**src/rtl/csa_pkg.sv**
```systemverilog
// Shared definitions for the carry-save add/subtract unit.
//   DEF_W   : default operand width
//   op_t    : operation select encoding (matches the add_sub port)
//   csa_ref : plain binary golden model, result returned unmasked in 32 bits;
//             callers reduce it mod 2^W for their width
package csa_pkg;

   localparam int DEF_W = 16;

   typedef enum logic {
      OP_ADD = 1'b0,
      OP_SUB = 1'b1
   } op_t;

   function automatic logic [31:0] csa_ref(input logic [31:0] xs,
                                           input logic [31:0] xc,
                                           input logic [31:0] ys,
                                           input logic [31:0] yc,
                                           input op_t         op);
      logic [31:0] x;
      logic [31:0] y;
      x = xs + xc;
      y = ys + yc;
      return (op == OP_SUB) ? (x - y) : (x + y);
   endfunction

endpackage

```
**src/rtl/csa42_cell.sv**
```systemverilog
// One bit slice of the 4-2 compressor row (purely combinational).
//   xs, xc   : redundant X bits
//   ys, yc   : redundant Y bits, conditionally inverted by add_sub
//   cin      : horizontal carry from the previous slice's first full adder
//   add_sub  : 0 = add, 1 = subtract
//   s        : compressed sum bit (weight 2^i)
//   c        : compressed carry bit (weight 2^(i+1))
//   cout     : horizontal carry to the next slice (weight 2^(i+1))
module csa42_cell (
   input  logic xs,
   input  logic xc,
   input  logic ys,
   input  logic yc,
   input  logic cin,
   input  logic add_sub,
   output logic s,
   output logic c,
   output logic cout
);

   logic ys_inv;
   logic yc_inv;
   logic t;

   // Subtraction inverts both Y words; the matching +2 comes from the
   // add_sub bits injected at cin_0 and C[0] by the top level.
   assign ys_inv = ys ^ add_sub;
   assign yc_inv = yc ^ add_sub;

   // First full adder: cout depends only on this slice's inputs, so the
   // horizontal carry never ripples further than one slice.
   assign t    = xs ^ xc ^ ys_inv;
   assign cout = (xs & xc) | (xs & ys_inv) | (xc & ys_inv);

   // Second full adder
   assign s = yc_inv ^ cin ^ t;
   assign c = (yc_inv & cin) | (yc_inv & t) | (cin & t);

endmodule

```
**src/rtl/csa_addsub_pipe.sv**
```systemverilog
// Two-stage carry-save add/subtract unit for the CORDIC datapath.
// Stage 1 registers the compressed pair {S, C} from a row of 4-2 cells;
// stage 2 registers that pair together with its carry-propagate sum.
//   clk, reset      : clock, synchronous active-high reset (clears all regs)
//   flush           : synchronous clear of the valid bits only
//   in_valid/ready  : operand handshake
//   add_sub         : 0 = X+Y, 1 = X-Y
//   xs, xc, ys, yc  : redundant operands X = xs+xc, Y = ys+yc
//   out_valid/ready : result handshake
//   vs, vc          : redundant result, vs+vc = X +/- Y mod 2^W
//   sum             : resolved result
module csa_addsub_pipe
   import csa_pkg::*;
#(
   parameter int W = DEF_W
) (
   input  logic         clk,
   input  logic         reset,
   input  logic         flush,
   input  logic         in_valid,
   output logic         in_ready,
   input  logic         add_sub,
   input  logic [W-1:0] xs,
   input  logic [W-1:0] xc,
   input  logic [W-1:0] ys,
   input  logic [W-1:0] yc,
   output logic         out_valid,
   input  logic         out_ready,
   output logic [W-1:0] vs,
   output logic [W-1:0] vc,
   output logic [W-1:0] sum
);

   logic [W-1:0] cin_row;
   logic [W-1:0] s_row;
   logic [W-1:0] c_raw;
   logic [W-1:0] k_row;
   logic [W-1:0] c_row;
   logic         unused_msb_carries;

   logic [W-1:0] s1_q, s1_d;
   logic [W-1:0] c1_q, c1_d;
   logic         v1_q, v1_d;
   logic [W-1:0] vs_q, vs_d;
   logic [W-1:0] vc_q, vc_d;
   logic [W-1:0] sum_q, sum_d;
   logic         v2_q, v2_d;

   logic adv2;
   logic accept;

   // Compressor row: cin_0 and C[0] both take add_sub, completing the
   // two's-complement negation of ys and yc in subtract mode.
   assign cin_row = {k_row[W-2:0], add_sub};
   assign c_row   = {c_raw[W-2:0], add_sub};

   // Carries out of the top slice weigh 2^W and vanish mod 2^W.
   assign unused_msb_carries = k_row[W-1] ^ c_raw[W-1];

   for (genvar i = 0; i < W; i++) begin : g_row
      csa42_cell u_cell (
         .xs     (xs[i]),
         .xc     (xc[i]),
         .ys     (ys[i]),
         .yc     (yc[i]),
         .cin    (cin_row[i]),
         .add_sub(add_sub),
         .s      (s_row[i]),
         .c      (c_raw[i]),
         .cout   (k_row[i])
      );
   end

   // Stage 2 can take a new entry when it is empty or being drained; stage 1
   // can accept when it is empty or handing its entry to stage 2.
   assign adv2     = out_ready | ~v2_q;
   assign in_ready = ~v1_q | adv2;
   assign accept   = in_valid & in_ready;

   always_comb begin
      s1_d  = s1_q;
      c1_d  = c1_q;
      v1_d  = v1_q;
      vs_d  = vs_q;
      vc_d  = vc_q;
      sum_d = sum_q;
      v2_d  = v2_q;
      if (flush) begin
         // Valid bits only; data registers keep their contents.
         v1_d = 1'b0;
         v2_d = 1'b0;
      end else begin
         v1_d = accept | (v1_q & ~adv2);
         if (accept) begin
            s1_d = s_row;
            c1_d = c_row;
         end
         if (adv2) begin
            v2_d = v1_q;
            if (v1_q) begin
               vs_d  = s1_q;
               vc_d  = c1_q;
               sum_d = s1_q + c1_q;
            end
         end
      end
   end

   // ---- stage 1 / stage 2 registers ----
   always_ff @(posedge clk) begin
      if (reset) begin
         s1_q  <= '0;
         c1_q  <= '0;
         v1_q  <= 1'b0;
         vs_q  <= '0;
         vc_q  <= '0;
         sum_q <= '0;
         v2_q  <= 1'b0;
      end else begin
         s1_q  <= s1_d;
         c1_q  <= c1_d;
         v1_q  <= v1_d;
         vs_q  <= vs_d;
         vc_q  <= vc_d;
         sum_q <= sum_d;
         v2_q  <= v2_d;
      end
   end

   assign out_valid = v2_q;
   assign vs        = vs_q;
   assign vc        = vc_q;
   assign sum       = sum_q;

endmodule
```
**config.mk**
```make
export PLATFORM = sky130hd
export DESIGN_NAME = csa_addsub_pipe
export DESIGN_NICKNAME = d
export VERILOG_FILES = /design/src/rtl/csa_pkg.sv /design/src/rtl/csa42_cell.sv /design/src/rtl/csa_addsub_pipe.sv
export SDC_FILE = /design/constraint.sdc
export NUM_CORES = 1
export LEC_CHECK = 0
export ABC_AREA = 1
export BUFFER_PORTS_ARGS = -buffer_cell sky130_fd_sc_hd__buf_2
export CAP_MARGIN = 20
export CORE_MARGIN = 2
export CORE_UTILIZATION = 45
export CTS_BUF_LIST = sky130_fd_sc_hd__clkbuf_4 sky130_fd_sc_hd__clkbuf_8
export DETAILED_ROUTE_END_ITERATION = 16
export PLACE_DENSITY = 0.72
export SKIP_CTS_REPAIR_TIMING = 1
export SYNTH_ARGS = -nofsm -noshare
export SYNTH_HDL_FRONTEND = slang
export SYNTH_HIERARCHICAL = 1
export SYNTH_SLANG_ARGS = --single-unit
```
**constraint.sdc**
```tcl
create_clock -name clk -period 4.34 [get_ports clk]
set_clock_uncertainty 0.05 [all_clocks]
set_input_delay 0.868 -clock clk [delete_from_list [all_inputs] [get_ports clk]]
set_output_delay 0.868 -clock clk [all_outputs]
set_load 0.02 [all_outputs]
```
After elaboration in Yosys (flattened, before gate mapping)
Cells that the tools add are included.
- register bits: 82
- bits of input ports: 70
- output and inout bits: 50
- logic and storage cells: 266
- add/subtract/negate cells: 1
- bitwise logic cells: 255
- reductions and logical operators: 3
- operators with widths (cell ; count):
    $xor A1 B1 Y1 ; 96
    $and A1 B1 Y1 ; 92
    $or A1 B1 Y1 ; 63
    $add A16 B16 Y16 ; 1
    $not A1 Y1 ; 4
    $reduce_and A3 Y1 ; 1
    $reduce_and A2 Y1 ; 1
    $reduce_or A2 Y1 ; 1

Depth between registers and ports, before layout
Gate-level depths: netlist (run 1).
- depth after elaboration: 7
- gate-level depth with buffers: 12
- gate-level depth less buffers: 12

By module
Netlist (run 1), hierarchy kept.
- by module, submodules not included (module ; instances ; cells an instance ; area an instance (um^2)):
    csa_addsub_pipe ; 1 ; 552 ; 3824.9
    csa42_cell ; 16 ; 11 ; 73.8

Worst setup path after synthesis (run 1)
No wires, ideal clock.
- path kind: input port to flip-flop
- start point: input add_sub
- end point: register s1_q[0]
- setup time: 0.116 ns
- arrival: 2.074 ns
- required time: 4.174 ns
- setup slack: 2.100 ns
- cell stages on the path: 7
- buffers on the path: 0
- cell sequence: inv_1 > nand2_1 > nand2_1 > fa_1 > fa_1 > o21ai_0 > nor2_1
- cells in the longest elaborated chain, start to end: 3
- elaborated cells between the ends (all ways): 5
- classes of those cells: bitwise (5)
- ends and longest elaborated chain (element ; RTL line ; source):
    from (decl) ; csa_addsub_pipe.sv:22 ; input logic add_sub,
    $xor A1 B1 Y1 (on tied branches) ; csa42_cell.sv:28, csa42_cell.sv:27 ;
    $xor A1 B1 Y1 (on tied branches) ; csa42_cell.sv:36, csa42_cell.sv:32 ;
    $xor A1 B1 Y1 * ; csa42_cell.sv:36 ; assign s = yc_inv ^ cin ^ t;
    via s_row[0] ; csa_addsub_pipe.sv:35 ; logic [W-1:0] s_row;
    to (signal assigned) ; csa_addsub_pipe.sv:112 ; s1_q <= '0;
    to (signal assigned) ; csa_addsub_pipe.sv:120 ; s1_q <= s1_d;
    to (decl) ; csa_addsub_pipe.sv:41 ; logic [W-1:0] s1_q, s1_d;
Mark *: on every way through the listed nets, which the timed path passes. The rest lies on a longest branch.
A chain may end at the register's enable or synchronous reset.

Worst setup path in the final report (run 1)
- start point: input add_sub
- end point: register s1_q[10]
- cells in the longest elaborated chain, start to end: 6
- elaborated cells between the ends (all ways): 10
- classes of those cells: bitwise (10)
- ends and longest elaborated chain (element ; RTL line ; source):
    $xor A1 B1 Y1 ; csa42_cell.sv:27 ; assign ys_inv = ys ^ add_sub;
    $and A1 B1 Y1 ; csa42_cell.sv:33 ; assign cout = (xs & xc) | (xs & ys_inv) | (xc & ys_inv);
    $or A1 B1 Y1 (2 in a row) ; csa42_cell.sv:33 ;
    $xor A1 B1 Y1 ; csa42_cell.sv:36 ;
    $xor A1 B1 Y1 * ; csa42_cell.sv:36 ;
    via s_row[10] ; csa_addsub_pipe.sv:35 ;
Marked as above.

==> impl_metrics.csv, run 1 <==
group,metric,value,unit
critical_path,r2r_cells,5,
drt,wl_per_cell,11.3,µm
placement,dp.final_hpwl,8380,µm
logic_synthesis,synthTopCellsByArea,"dfxtp_1 33%, nand2_1 14%, fa_1 13%",
grt,grt_max_degree,69,
clock_network,root_buffer,"clkbuf_8",
logic_synthesis,yosys.area_share.simple,29.8,%
worst_hold_path,worstHoldStart,"sum[2]",
placement,gp_routability_congestion,0.891,
flow_run,max-cap-violations,0,
drt,drc_errors,0,
floorplanning,die-width,109,µm
logic_synthesis,synth_edf_count,0,
drt,drt-met1-wl,5530,µm
worst_hold_path,hp-class,"reg -> reg",
logic_synthesis,synth-adder-area-share,16.9,%
critical_path,cp_max_fo,20,
drt,vias_per_cell,4.56,
logic_synthesis,synthArstFlopShare,0,%
drt,num_vias,4486,
clock_network,clkTransAtPathRegs,0.10,ns
critical_path,start_kind,"input port",
critical_path,startpoint,"add_sub",
layout,layout-drive-gt1-share,17.3,%
timing,finalSetupViolCount,0,
layout,nets,957,
logic_synthesis,synth_area,5010,µm²
logic_synthesis,syn_area_per_cell,6.88,µm²
power,leakage,3.33,nW
logic_synthesis,synth_nets,846,
drt,wl_met3,659,µm
critical_path,end_kind,"register",
clock_network,clock_latency,0.36,ns
logic_synthesis,synthMuxAreaShare,0,%
critical_path,crit_chain,"buf_2 > buf_4 > inv_1 > nand2_1 > nand2_1 > fa_1 > fa_1 > o21ai_0 > nor2_1",
critical_path,crit_slowest_cell,"fa_1",
layout,utilization,54.0,%
critical_path,critPathBufInv,3,
timing,max_slew_margin,39.2,%
floorplanning,io_pins,120,
outcome,status,"completed",
logic_synthesis,synth_commonest_cells,"182 x nand2_1, 170 x nor2_1, 101 x inv_1",
layout,diodes,0,
timing,rsz0062_at_grt,"no",
drt,topRoutingLayerUsed,"met4",
logic_synthesis,ys_seq_elements,82,
critical_path,cp_top_family,"adder cells",
grt,antenna_found_initial,0,
drt,met2_length,4710,µm
power,peakVddDrop,0.000174,V
timing,worstMarginPinSlew,0.911,ns
layout,areaGrowthSynthToFinish,17.0,%
drt,routed_wl,11100,µm
critical_path,slowest_delay,0.49,ns
logic_synthesis,synth_top_cell_by_area,"dfxtp_1",
drt,dr.pass1.iters,4,
logic_synthesis,synthFlopType,"dfxtp_1",
floorplanning,num_rows,38,
critical_path,criticalPathCategory,"in -> reg",
grt,grt_pass1_vias,4115,
grt,grt_pass1_wl,18900,µm
logic_synthesis,synth_compound_area_share,8.30,%
critical_path,rr_startpoint,"v1_q",
logic_synthesis,synth_xor_area_share,1.22,%
timing,slew_violations,0,
power,power_density,295,nW/µm²
timing,tns,0,ns
clock_network,cts.sinks,82,
logic_synthesis,yosys.cell_count.top_type,"nand2_1",
clock_network,cts_made_buffers,9,
clock_network,cts_max_level,3,
timing,finalHoldViolations,0,
logic_synthesis,synth_top_area_share,32.8,%
logic_synthesis,seq_area_frac_synth,32.8,%
logic_synthesis,ys_types,27,
drt,antenna_left,0,
floorplanning,dieArea,12000,µm²
drt,drtIter0Drc,195,
placement,numPortBuffers,119,
floorplanning,initial_core_util,46.2,%
clock_network,clockBufferDepth,2,
floorplanning,die_y,109,µm
logic_synthesis,syn_inst,728,
clock_network,cts_tree,"built",
critical_path,regToRegSetupSlack,2.18,ns
logic_synthesis,yosysWarnings,6,
critical_path,worstPathArrival,2.83,ns
critical_path,cp_num_cells,9,
logic_synthesis,synth_top_family_by_area,"simple AND/OR/NAND/NOR gates",
critical_path,critPathRequiredTime,4.55,ns
floorplanning,coreArea,10800,µm²
timing,fin_crit_sh,60.3,%
grt,grtUsageTotal,19.9,%
grt,grt_overflow_total,0,
timing,post-route-min-period,2.62,ns
critical_path,r2r_end,"sum[7]",
timing,fmax,382,MHz
critical_path,critPathCapture,"s1_q[10]",
-- flip-flops by register name (all words and copies together) (netlist names) --
register,count
c1_q,16
out_valid,1
s1_q,16
sum,16
v1_q,1
vc,16
vs,16
-- cell type report --
cell class | instances | area (µm²)
inverter | 104 | 390
clock buffer | 9 | 124
tap | 140 | 175
timing repair buffer | 124 | 653
multi-input combinational | 518 | 2820
clock inverter | 7 | 57.6
fill | 1127 | 4980
sequential | 82 | 1640
-- where the power goes --
| group | switching [mW] | total (mW) | internal [mW] |
|---|---|---|---|
| registers | 0.0336 | 0.826 | 0.793 |
| logic | 0.228 | 0.385 | 0.157 |
| clock network | 0.303 | 0.519 | 0.217 |
-- placed cells by master, fill, tap and decap left out, drive strengths merged, types with 9 or more instances in the layout --
cell / instances
fa: 33
inv: 108
dfxtp: 82
buf: 124
nand3: 19
a21oi: 9
clkbuf: 9
nand2: 182
nor2: 171
ha: 15
o21ai: 71
-- tightest hold or removal path, stage by stage, from the launching register on --
cell and delay (ns):
dfxtp_1 0.32, nor2_1 0.09, a211oi_1 0.04
-- per-layer routing --
layer,vias up,GRT usage [%]
li1,2424,-
met1,1960,27.6
met2,86,30.6
met3,16,4.56
met4,0,6.87
met5,-,0
-- how the worst min path moves through the flow --
stage,to,slack [ns],cells after the start
4_1_cts,sum[2],0.45,2
3_3_place_gp,vs[12],0.43,2
3_5_place_dp,vs[11],0.44,2
6_report,sum[2],0.44,2
5_1_grt,sum[2],0.47,2
2_1_floorplan,vc[10],0.43,2
-- kinds of logic after synthesis --
| family | after synthesis |
|---|---|
| fa+ha+maj | 48 |
| buf+inv | 128 |
| flops | 82 |
| simple gates | 381 |
| compound gates | 82 |
| xor+xnor | 7 |
-- per-stage QoR --
stage	setup WS, ns	hold slack, ns	instances	power, mW	instance area, µm²
CTS	1.71	0.450	983	1.75	5830
floorplan	2.10	0.430	728	1.10	5010
global placement	1.39	0.431	967	1.22	5650
global route	1.50	0.472	984	1.85	5860
finish	1.72	0.445	984	1.73	5860
detailed placement	1.30	0.436	967	1.23	5650
(Power assumes the default switching activity.)
==> run 2: changes to the inputs <==
--- a/config.mk
+++ b/config.mk
@@ -12,7 +12,7 @@
 export CORE_UTILIZATION = 45
 export CTS_BUF_LIST = sky130_fd_sc_hd__clkbuf_4 sky130_fd_sc_hd__clkbuf_8
 export DETAILED_ROUTE_END_ITERATION = 16
-export PLACE_DENSITY = 0.72
+export PLACE_DENSITY = 0.75
 export SKIP_CTS_REPAIR_TIMING = 1
 export SYNTH_ARGS = -nofsm -noshare
 export SYNTH_HDL_FRONTEND = slang
==> constraint.sdc (replaced) <==
create_clock -name clk -period 2.4 [get_ports clk]
set_clock_uncertainty 0.05 [all_clocks]
set_input_delay 0.48 -clock clk [delete_from_list [all_inputs] [get_ports clk]]
set_output_delay 0.48 -clock clk [all_outputs]
set_load 0.02 [all_outputs]
==> impl_metrics.csv, run 2 (synthesis gave the netlist of run 1 again) <==
group,metric,value,unit
floorplanning,num_rows,38,
timing,finalSetupViolCount,0,
placement,numPortBuffers,119,
critical_path,cp_max_fo,15,
drt,wl_per_cell,11.1,µm
power,internal_power,2.43,mW
grt,grt_pass1_vias,4084,
drt,drtIter0Drc,183,
critical_path,worstPathArrival,2.11,ns
critical_path,startpoint,"add_sub",
placement,placed_area,5680,µm²
clock_network,cts.sinks,82,
critical_path,regToRegSetupSlack,0.53,ns
floorplanning,io_pins,120,
power,finalPower,3.41,mW
layout,diodes,0,
floorplanning,coreArea,10800,µm²
drt,vias_per_cell,4.59,
layout,utilization,54.7,%
grt,antenna_found_initial,0,
worst_hold_path,hp-class,"in -> reg",
clock_network,root_buffer,"clkbuf_8",
grt,grtUsageTotal,19.3,%
grt,grt_max_degree,41,
clock_network,cts_made_buffers,9,
layout,instances_no_fill,986,
outcome,status,"completed",
critical_path,r2r_cells,11,
floorplanning,die_y,109,µm
clock_network,clock_latency,0.36,ns
power,p_seq_share,43.8,%
grt,grt_pass1_wl,18300,µm
floorplanning,initial_core_util,46.2,%
drt,routed_wl,10900,µm
layout,final_cell_mix,"182 x nand2_1, 170 x nor2_1, 119 x buf_2, 101 x inv_1, 82 x dfxtp_1",
floorplanning,die-width,109,µm
power,p_sw,0.984,mW
critical_path,end_kind,"register",
layout,fill_cells,1091,
drt,drc_errors,0,
timing,worstMarginPinSlew,1.03,ns
layout,areaGrowthSynthToFinish,18.4,%
placement,gp_routability_congestion,0.868,
floorplanning,dieArea,12000,µm²
timing,post-route-min-period,1.91,ns
power,peakVddDrop,0.000282,V
layout,fin_area,5930,µm²
power,swShare,28.9,%
critical_path,r2r_end,"sum[8]",
timing,fin_crit_sh,79.6,%
clock_network,cts_max_level,3,
timing,tns,0,ns
timing,fmax,523,MHz
timing,max_slew_margin,31.5,%
placement,dp_cells,970,
critical_path,rr_startpoint,"s1_q[0]",
drt,num_vias,4530,
clock_network,cts_tree,"built",
flow_run,max-cap-violations,0,
critical_path,criticalPathCategory,"in -> reg",
grt,grt_overflow_total,0,
placement,dp.final_hpwl,8320,µm
layout,layout_commonest_cell,"nand2_1",
timing,slew_violations,0,
timing,rsz0062_at_grt,"no",
critical_path,critPathCapture,"s1_q[9]",
power,clkPwrFrac,35.7,%
critical_path,start_kind,"input port",
power,leakage,3.38,nW
drt,antenna_left,0,
layout,layout-drive-gt1-share,17.5,%
layout,seqCellArea,1640,µm²
critical_path,critPathRequiredTime,2.60,ns
layout,multiInputGateArea,2820,µm²
power,power_density,575,nW/µm²
clock_network,clockBufferDepth,2,
layout,nets,959,
clock_network,clkTransAtPathRegs,0.08,ns
timing,finalHoldViolations,0,
power,comb_power_share,20.4,%
drt,dr.pass1.iters,4,
run 2: cell count changes in the layout (fill, tap and decap cells not counted):
cell        change
bufinv_16       +3
buf_4           +2
clkinvlp_4      -2
buf_12          +1
buf_16          -1
clkbuf_4        +1
inv_6           -1
inv_8           -1
run 2: cell type report:
| type | instances | share of cell area, % |
|---|---|---|
| repair buffers | 126 | 11.1 |
| inverters | 104 | 6.59 |
| multi-input cells | 518 | 47.5 |
| clock inverters | 6 | 1.90 |
| well taps | 140 | 2.95 |
| clock buffers | 10 | 2.22 |
| flip-flops and latches | 82 | 27.7 |
run 2: worst min path at each step:
stage / startpoint / endpoint / slack, ns / cells after the start
2_1_floorplan: c1_q[10] / vc[10] / 0.43 / 2
3_3_place_gp: vs[13] / vs[13] / 0.43 / 2
3_5_place_dp: vs[6] / vs[6] / 0.43 / 2
4_1_cts: in_valid / v1_q / 0.31 / 3
5_1_grt: in_valid / v1_q / 0.35 / 3
6_report: in_valid / v1_q / 0.33 / 3
run 2: routing by layer:
layer	share of wire, %	track usage [%]
met1	49	26.6
met3	6.7	5.51
met2	44	30.0
met5	0	0
met4	1.1	4.88
run 2: worst max-delay path: stages:
cell     delay [ns]
buf_2          0.11
buf_4          0.19
inv_1          0.07
nand2_1        0.05
nand2_1        0.06
fa_1           0.51
fa_1           0.41
o21ai_0        0.16
nor2_1         0.05
run 2: stage by stage:
stage / setup WS, ns / hold WS (ns)
after floorplan: 0.548 / 0.430
final: 0.490 / 0.327
after CTS: 0.503 / 0.309
after global routing: 0.342 / 0.346
after global placement: 0.124 / 0.428
after detailed placement: 0.104 / 0.428
run 2: power by group through the flow:
stage / registers [mW] / logic, mW / clock network, mW
after CTS: 1.49 / 0.705 / 1.25
final: 1.49 / 0.697 / 1.22
after global routing: 1.50 / 0.820 / 1.30
after global placement: 1.52 / 0.685 / 0
after floorplan: 1.54 / 0.447 / 0
after detailed placement: 1.53 / 0.702 / 0
==> run 3: changes to the inputs <==
--- a/config.mk
+++ b/config.mk
@@ -5,14 +5,14 @@
 export SDC_FILE = /design/constraint.sdc
 export NUM_CORES = 1
 export LEC_CHECK = 0
-export ABC_AREA = 1
+export ABC_AREA = 0
 export BUFFER_PORTS_ARGS = -buffer_cell sky130_fd_sc_hd__buf_2
 export CAP_MARGIN = 20
 export CORE_MARGIN = 2
 export CORE_UTILIZATION = 45
 export CTS_BUF_LIST = sky130_fd_sc_hd__clkbuf_4 sky130_fd_sc_hd__clkbuf_8
 export DETAILED_ROUTE_END_ITERATION = 16
-export PLACE_DENSITY = 0.75
+export PLACE_DENSITY = 0.76
 export SKIP_CTS_REPAIR_TIMING = 1
 export SYNTH_ARGS = -nofsm -noshare
 export SYNTH_HDL_FRONTEND = slang
==> constraint.sdc (replaced) <==
create_clock -name clk -period 1.7 [get_ports clk]
set_clock_uncertainty 0.05 [all_clocks]
set_input_delay 0.34 -clock clk [delete_from_list [all_inputs] [get_ports clk]]
set_output_delay 0.34 -clock clk [all_outputs]
set_load 0.02 [all_outputs]
==> impl_metrics.csv, run 3 <==
group,metric,value,unit
outcome,status,"complete, but fails checks",
outcome,violations,"setup timing",
clock_network,clkTransAtPathRegs,0.09,ns
logic_synthesis,ys_types,48,
placement,gp_routability_congestion,0.877,
layout,final_cell_mix,"150 x nand2_1, 117 x buf_2, 81 x buf_4, 72 x a21oi_1, 72 x dfxtp_1",
clock_network,cts_made_buffers,9,
drt,routed_wl,12400,µm
placement,post-place-ws,-0.568,ns
timing,rsz0062_at_grt,"yes",
clock_network,cts.sinks,82,
placement,numPortBuffers,119,
grt,grtUsageTotal,21.5,%
placement,dp.final_hpwl,8930,µm
floorplanning,die_y,104,µm
timing,fin_crit_sh,136,%
layout,layout_commonest_cell,"nand2_1",
layout,nets,835,
floorplanning,io_pins,120,
timing,finalHoldViolations,0,
clock_network,cts_max_level,3,
logic_synthesis,synth_top_cell_by_area,"dfxtp_1",
layout,diodes,0,
critical_path,slowest_delay,0.50,ns
critical_path,start_kind,"register",
logic_synthesis,synth_commonest_cells,"154 x nand2_1, 83 x a21oi_1, 82 x dfxtp_1",
critical_path,cp_max_fo,2,
drt,drt-met1-wl,5380,µm
floorplanning,die-width,104,µm
critical_path,critPathRequiredTime,1.90,ns
timing,post-route-min-period,2.31,ns
drt,antenna_left,0,
timing,finalSetupViolCount,16,
drt,topRoutingLayerUsed,"met4",
timing,slew_violations,0,
drt,wl_per_cell,14.5,µm
floorplanning,initial_core_util,46.3,%
clock_network,clockBufferDepth,2,
drt,met2_length,5950,µm
logic_synthesis,ys_seq_elements,82,
grt,grt_overflow_total,0,
grt,grt_pass1_wl,19000,µm
floorplanning,coreArea,9770,µm²
critical_path,worstPathArrival,2.51,ns
logic_synthesis,synthFlopType,"dfxtp_1",
layout,layout-drive-gt1-share,41.0,%
logic_synthesis,syn_area_per_cell,8.73,µm²
drt,drc_errors,0,
drt,num_vias,4332,
drt,drtIter0Drc,232,
power,finalPower,4.71,mW
worst_hold_path,hold_depth,3,
logic_synthesis,seq_area_frac_synth,36.2,%
critical_path,r2r_cells,8,
logic_synthesis,synth_top_area_share,36.2,%
logic_synthesis,synth_area,4530,µm²
logic_synthesis,yosys.cell_count.top_type,"nand2_1",
logic_synthesis,synth_edf_count,0,
timing,fmax,433,MHz
critical_path,critPathBufInv,0,
drt,wl_met3,823,µm
critical_path,criticalPathCategory,"reg -> reg",
drt,vias_per_cell,5.07,
grt,antenna_found_initial,0,
timing,worstMarginPinSlew,0.404,ns
floorplanning,dieArea,10900,µm²
floorplanning,num_rows,36,
flow_run,max-cap-violations,0,
logic_synthesis,synthArstFlopShare,0,%
critical_path,end_kind,"register",
critical_path,cp_top_family,"simple AND/OR/NAND/NOR gates",
clock_network,clock_latency,0.36,ns
grt,grt_max_degree,60,
critical_path,crit_chain,"ha_4 > fa_2 > a211oi_4 > o21bai_2 > a21oi_2 > nand4b_4 > a2111oi_1 > or4_1",
worst_hold_path,hp-class,"in -> reg",
timing,max_slew_margin,72.9,%
power,power_density,719,nW/µm²
logic_synthesis,synth_nets,637,
power,leakage,2.89,nW
logic_synthesis,syn_inst,519,
logic_synthesis,synthTopCellsByArea,"dfxtp_1 36%, fa_1 15%, nand2_1 13%",
critical_path,crit_slowest_cell,"or4_1",
layout,fill_cells,794,
clock_network,root_buffer,"clkbuf_8",
critical_path,cp_num_cells,8,
clock_network,cts_tree,"built",
drt,dr.pass1.iters,4,
layout,areaGrowthSynthToFinish,44.7,%
timing,setup_slack,-0.610,ns
logic_synthesis,yosysWarnings,6,
grt,grt_pass1_vias,4126,
power,peakVddDrop,0.000344,V
## run 3: changes by cell type in the layout (fill, tap and decap cells not counted), sizes merged, moves of 7 or more
cell	change
o21ai	-61
a21oi	+75
xor2	+31
nor2	-160
a21o	+7
nand3	-18
inv	-104
buf	+85
nand2	-28
## run 3: kinds of logic after synthesis
family                     Yosys count  synth area share [%]
and+or+nand+nor                    201                  19.5
AOI/OAI and AO/OA                  117                  14.6
DFF                                 82                  36.2
adders and majority gates           48                  18.7
xor gates and xnor gates            40                  7.73
buffers and inverters               28                  2.43
muxes                                3                 0.691
## run 3: per-layer routing
layer	global-route usage, %	vias up
met3	5.08	16
met1	28.7	2042
met4	7.24	0
met2	34.2	153
li1	-	2121
met5	0	-
## run 3: through the flow
stage | util, % | cells | setup TNS (ns) | hold WS, ns | cell area [µm²]
detailed placement | 61.1 | 832 | -13.65 | 0.396 | 5970
global placement | 61.1 | 832 | -11.92 | 0.387 | 5970
global route | 67.0 | 855 | -4.50 | 0.227 | 6550
finish | 67.0 | 855 | -3.33 | 0.229 | 6550
floorplan | - | 519 | -1.54 | 0.369 | 4600
CTS | 62.9 | 848 | -3.92 | 0.214 | 6140
## run 3: where the power goes
part | internal (mW) | switching, mW | total, mW
registers | 2.01 | 0.0674 | 2.08
clock network | 0.579 | 0.720 | 1.30
logic | 0.672 | 0.667 | 1.34
## run 3: path summary, 6_finish.rpt
kind	start	to	slack, ns
worst min register to register	sum[12]	sum[12]	0.40
worst max register to register	c1_q[0]	sum[14]	-0.61
worst min-delay path	in_valid	v1_q	0.23
worst max-delay path	c1_q[0]	sum[14]	-0.61
## run 3: final cells by class
cell class,count,area (µm²),share of cell area [%]
multi-input cells,409,3120,47.5
flip-flops and latches,82,1650,25.2
inverters,2,7.51,0.115
clock inverters,5,30.0,0.458
clock buffers,11,145,2.22
repair buffers,213,1430,21.9
well taps,133,166,2.54
## run 3: worst register-to-register path: stages (launching register included)
cell	delay (ns)
dfxtp_2	0.35
ha_4	0.16
fa_2	0.36
a211oi_4	0.29
o21bai_2	0.11
a21oi_2	0.16
nand4b_4	0.14
a2111oi_1	0.08
or4_1	0.50
